$ cat src/rtl/c6502_bus_ctrl.sv
// c6502_bus_ctrl: paces the c6502 core via cpu_ce and bridges each core bus cycle to a req/ack memory port.
// Optional macro BUS_ROM_PROTECT_EN: writes at or above ROM_BASE are dropped without touching memory.
module c6502_bus_ctrl #(
    parameter int unsigned TIMEOUT  = 16,
    parameter logic [15:0] ROM_BASE = 16'hC000
) (
    input  logic        clock,
    input  logic        reset,
    input  logic [15:0] cpu_address,
    input  logic [7:0]  cpu_out,
    input  logic        cpu_we,
    output logic [7:0]  cpu_in,
    output logic        cpu_ce,
    input  logic        halt,
    output logic        halted,
    output logic [15:0] mem_address,
    output logic [7:0]  mem_wdata,
    output logic        mem_req,
    output logic        mem_wr,
    input  logic [7:0]  mem_rdata,
    input  logic        mem_ack,
    output logic        bus_err,
    output logic [15:0] cycles
);
    typedef enum logic [1:0] {IDLE, WAIT, STEP, HALT} state_t;

    state_t     state, state_nxt;
    logic [7:0] wait_cnt;
    logic       rom_skip;
    logic       rom_hit;
    logic       timeout_hit;

`ifdef BUS_ROM_PROTECT_EN
    assign rom_hit = cpu_we && (cpu_address >= ROM_BASE);
`else
    logic unused_rom_base;
    assign unused_rom_base = ^ROM_BASE;
    assign rom_hit = 1'b0;
`endif

    assign timeout_hit = (wait_cnt == 8'(TIMEOUT - 1));
    assign cpu_ce      = (state == STEP);
    assign halted      = (state == HALT);

    // State register
    always_ff @(posedge clock or posedge reset) begin
        if (reset)
            state <= IDLE;
        else
            state <= state_nxt;
    end

    // Next state; a suppressed ROM write spends exactly one clock in WAIT
    always_comb begin
        state_nxt = state;
        case (state)
            IDLE: state_nxt = halt ? HALT : WAIT;
            WAIT: state_nxt = (rom_skip || mem_ack || timeout_hit) ? STEP : WAIT;
            STEP: state_nxt = IDLE;
            HALT: state_nxt = halt ? HALT : IDLE;
        endcase
    end

    // Transaction datapath: capture the core cycle, finish on ack or timeout, count completed steps
    always_ff @(posedge clock or posedge reset) begin
        if (reset) begin
            mem_address <= 16'h0000;
            mem_wdata   <= 8'h00;
            mem_wr      <= 1'b0;
            mem_req     <= 1'b0;
            rom_skip    <= 1'b0;
            wait_cnt    <= 8'h00;
            cpu_in      <= 8'h00;
            bus_err     <= 1'b0;
            cycles      <= 16'h0000;
        end else begin
            case (state)
                IDLE: begin
                    if (!halt) begin
                        mem_address <= cpu_address;
                        mem_wdata   <= cpu_out;
                        mem_wr      <= cpu_we;
                        mem_req     <= !rom_hit;
                        rom_skip    <= rom_hit;
                        wait_cnt    <= 8'h00;
                    end
                end
                WAIT: begin
                    if (rom_skip) begin
                        rom_skip <= 1'b0;
                    end else if (mem_ack) begin
                        mem_req <= 1'b0;
                        if (!mem_wr)
                            cpu_in <= mem_rdata;
                    end else if (timeout_hit) begin
                        mem_req <= 1'b0;
                        bus_err <= 1'b1;
                        if (!mem_wr)
                            cpu_in <= 8'hFF;
                    end else begin
                        wait_cnt <= wait_cnt + 8'd1;
                    end
                end
                STEP: cycles <= cycles + 16'd1;
                default: ;
            endcase
        end
    end
endmodule

$ cat config.mk
export PLATFORM = sky130hd
export DESIGN_NAME = c6502_bus_ctrl
export DESIGN_NICKNAME = d
export VERILOG_FILES = /design/src/rtl/c6502_bus_ctrl.sv
export SDC_FILE = /design/constraint.sdc
export NUM_CORES = 1
export LEC_CHECK = 0
export ABC_AREA = 1
export ABC_CLOCK_PERIOD_IN_PS = 2000
export CAP_MARGIN = 20
export CORE_MARGIN = 5
export CORE_UTILIZATION = 35
export DETAILED_ROUTE_END_ITERATION = 7
export RECOVER_POWER = 100
export SYNTH_ARGS = -nofsm -noshare
export SYNTH_HDL_FRONTEND = slang
export SYNTH_SLANG_ARGS = --single-unit
$ cat constraint.sdc
create_clock -name clock -period 2 [get_ports clock]
set_clock_uncertainty 0.05 [all_clocks]
set_input_delay 0.3 -clock clock [delete_from_list [all_inputs] [get_ports clock]]
set_output_delay 0.3 -clock clock [all_outputs]
set_load 0.02 [all_outputs]
==> results.json <==
{
  "postLayoutCoreUtil_pct": 49.9,
  "cts_made_buffers": 9,
  "critPathArrivalTime_ns": 1.56,
  "cts.htree.levels": 3,
  "report.final.hold_viol_count": 0,
  "vias_in_the_first_global_route": 2319,
  "grt_setup_unrepaired": "false",
  "timing.final.crit_share_pct": 95.4,
  "timing.final.max_slew_violations": 0,
  "globalRoute.totalOverflow": 0,
  "tritoncts": "built",
  "io-pin-count": 90,
  "worst_setup_path_start_kind": "flip-flop",
  "post-place-cells": 485,
  "post-route-drc-count": 0,
  "cts.clk_slew.worst_paths_ns": 0.07,
  "leading_cell_type_in_the_layout_fill_and_taps_excluded": "sky130_fd_sc_hd__nand2_1",
  "clock-sinks": 61,
  "path_max_fanout": 5,
  "layout_common_cells": "77 x sky130_fd_sc_hd__nand2_1, 61 x sky130_fd_sc_hd__dfrtp_1, 51 x sky130_fd_sc_hd__dlygate4sd3_1",
  "routed_wl_microns": 6560,
  "required_ns": 1.65,
  "ys_warn_count": 0,
  "clock_insertion_delay_at_the_later_pin_of_the_skew_report_ns": 0.33,
  "met3_length_microns": 327,
  "sequential_share_of_the_synthesized_area_pct": 51.5,
  "routabilityCongestion": 0.727,
  "hpwlAfterDp_microns": 4860,
  "fin_tns_setup_ns": 0,
  "layout-drive-gt1-share_pct": 12.4,
  "power.static_leakage_nw": 1.91,
  "detailedRoute.firstIterationViolations": 48,
  "grt_antenna_before_repair": 0,
  "yosys.cell_types.count": 34,
  "floorplan.die.width_microns": 102,
  "fp-row-count": 33,
  "postSynthNetCount": 330,
  "synth_compound_area_share_pct": 2.79,
  "core-area_sq_mm": 0.00822,
  "insertedDiodeCount": 0,
  "fp.dieArea_sq_mm": 0.0104,
  "power_density_mw_per_mm2": 1370,
  "slew_headroom_pct": 10.7,
  "routed.top_layer": "met4",
  "finalNetCount": 430,
  "synth_xor_xnor_area_share_pct": 3.25,
  "synth_flop_cell": "sky130_fd_sc_hd__dfrtp_1",
  "grtUsageTotal_pct": 12.9,
  "initial_utilization_pct": 36.1,
  "layout_min_cycle_time_ns": 1.91,
  "setup-violations-final": 0,
  "synthMuxAreaShare_pct": 11.5,
  "netlist_area_sq_mm": 0.00296,
  "postLayoutCellArea_sq_mm": 0.00410,
  "netlist.top_cell.by_area": "sky130_fd_sc_hd__dfrtp_1",
  "vdd_drop_max_mv": 0.585,
  "maxClockFrequency_mhz": 524,
  "fin_cells": 501,
  "timing_worst_setup_path_type": "flip-flop to output port",
  "route.detailed.vias_per_inst": 4.53,
  "synth_seq_cells": 61,
  "ctsRootBufferMaster": "sky130_fd_sc_hd__clkbuf_8",
  "endpoint_kind": "output port",
  "post-route-worst-setup-slack_ns": 0.0914,
  "post-synth-top-area-fraction_pct": 51.5,
  "antenna_left": 0,
  "outcome": "completed",
  "grt_max_degree": 62,
  "yosys-top-cells-area": "sky130_fd_sc_hd__dfrtp_1 51%, sky130_fd_sc_hd__mux2_4 9.6%, sky130_fd_sc_hd__nand2_1 9.4%, sky130_fd_sc_hd__nor2_1 2.7%, sky130_fd_sc_hd__inv_1 2.5%",
  "maxCapViolations": 0,
  "dp_slack_ns": 0.237,
  "synth-edff-count": 0,
  "wl_per_cell_microns": 13.1,
  "synth_cells": 291,
  "post_synthesis_share_of_cell_area_spent_on_full_adders_half_adders_and_majority_gates_pct": 0.844,
  "whs_ns": 0.409,
  "holdCritPathClass": "flip-flop to flip-flop",
  "routed-wl-met2_microns": 3340,
  "drtPass1Iterations": 4,
  "met1_length_microns": 2790,
  "post_cts.repair.setup_buffers": 0,
  "synth_async_sr_flop_share_pct": 100,
  "post_cts_resized": 0,
  "timing_worst_slew_pin_value_ns": 1.34,
  "numPortBuffers": 89,
  "synth-simple-area-share_pct": 25.5,
  "post-layout-total-power_mw": 5.62,
  "chipHeight_microns": 102,
  "hold_buffers": 0,
  "grt_first_pass_wirelength_microns": 10700,
  "cts-root-to-sink-buffers": 2,
  "via_count": 2272,
  "layout-area-overhead-vs-synth_pct": 38.3,
  "postSynthAreaPerCell_sq_um": 10.2,
  "placedInstanceArea_sq_mm": 0.00402,
  "synth_top_family_by_area": "simple AND/OR/NAND/NOR gates"
}
[power by group]
group,internal (mW),switching (mW),leakage (nW)
Clock,0.834,0.510,0.120
Combinational,1.01,1.28,1.02
Sequential,1.68,0.305,0.766
Total,3.53,2.09,1.91
[layer usage]
| metal | vias up | global-route usage (%) |
|---|---|---|
| met3 | 11 | 3.00 |
| met4 | 0 | 6.05 |
| met5 | - | 0 |
| met1 | 1057 | 15.3 |
| met2 | 50 | 22.1 |
| li1 | 1154 | - |
[cells by family after synthesis]
| group | after synthesis |
|---|---|
| xor+xnor | 11 |
| buf+inv | 29 |
| fa+ha+maj | 2 |
| flops | 61 |
| compound gates | 9 |
| mux | 24 |
| simple gates | 155 |
[critical path, stage by stage (launching register included)]
cell,delay (ns)
sky130_fd_sc_hd__dfrtp_1,0.46
sky130_fd_sc_hd__nand2_1,0.08
sky130_fd_sc_hd__inv_1,0.08
sky130_fd_sc_hd__clkdlybuf4s50_1,0.61
[final timing paths]
path	startpoint	cells after the start	endpoint	slack (ns)
max reg2reg	state[0]$_DFF_PP0_	4	mem_address[14]$_DFFE_PP0P_	0.22
max in group asynchronous	reset	3	cycles[9]$_DFFE_PP0P_	0.41
max	state[0]$_DFF_PP0_	3	halted	0.09
min in group asynchronous	reset	3	mem_address[12]$_DFFE_PP0P_	0.68
min reg2reg	bus_err$_DFFE_PP0P_	1	bus_err$_DFFE_PP0P_	0.41
min	bus_err$_DFFE_PP0P_	1	bus_err$_DFFE_PP0P_	0.41
[flip-flops by register name (all words and copies together), names as in the netlist]
register	flops
state	2
mem_wdata	8
bus_err	1
cycles	16
mem_wr	1
wait_cnt	8
mem_req	1
mem_address	16
cpu_in	8
[synthesized netlist by cell type, types with 2 or more instances]
library cell               number
sky130_fd_sc_hd__xor2_1         7
sky130_fd_sc_hd__nor2_4         3
sky130_fd_sc_hd__nand2_1       74
sky130_fd_sc_hd__nor2_1        21
sky130_fd_sc_hd__nand4_1       11
sky130_fd_sc_hd__mux2_4        19
sky130_fd_sc_hd__mux2_2         5
sky130_fd_sc_hd__ha_1           2
sky130_fd_sc_hd__nand3b_1       3
sky130_fd_sc_hd__nand3_1       15
sky130_fd_sc_hd__buf_6          3
sky130_fd_sc_hd__nor2_2         5
sky130_fd_sc_hd__dfrtp_1       61
sky130_fd_sc_hd__or2_2          8
sky130_fd_sc_hd__inv_1         20
sky130_fd_sc_hd__nand2_2        6
sky130_fd_sc_hd__nor3_1         3
sky130_fd_sc_hd__o21ai_2        3
sky130_fd_sc_hd__clkinv_1       2
sky130_fd_sc_hd__o21bai_1       2
sky130_fd_sc_hd__xnor2_1        4
sky130_fd_sc_hd__inv_2          2
[cell type report]
type | instances | area, sq um
clock buffer | 9 | 124
clock inverter | 7 | 124
fill | 776 | 4120
inverter | 24 | 90.1
multi-input combinational | 201 | 1190
sequential | 61 | 1530
tap | 105 | 131
timing repair buffer | 94 | 917
(Power assumes the default switching activity.)
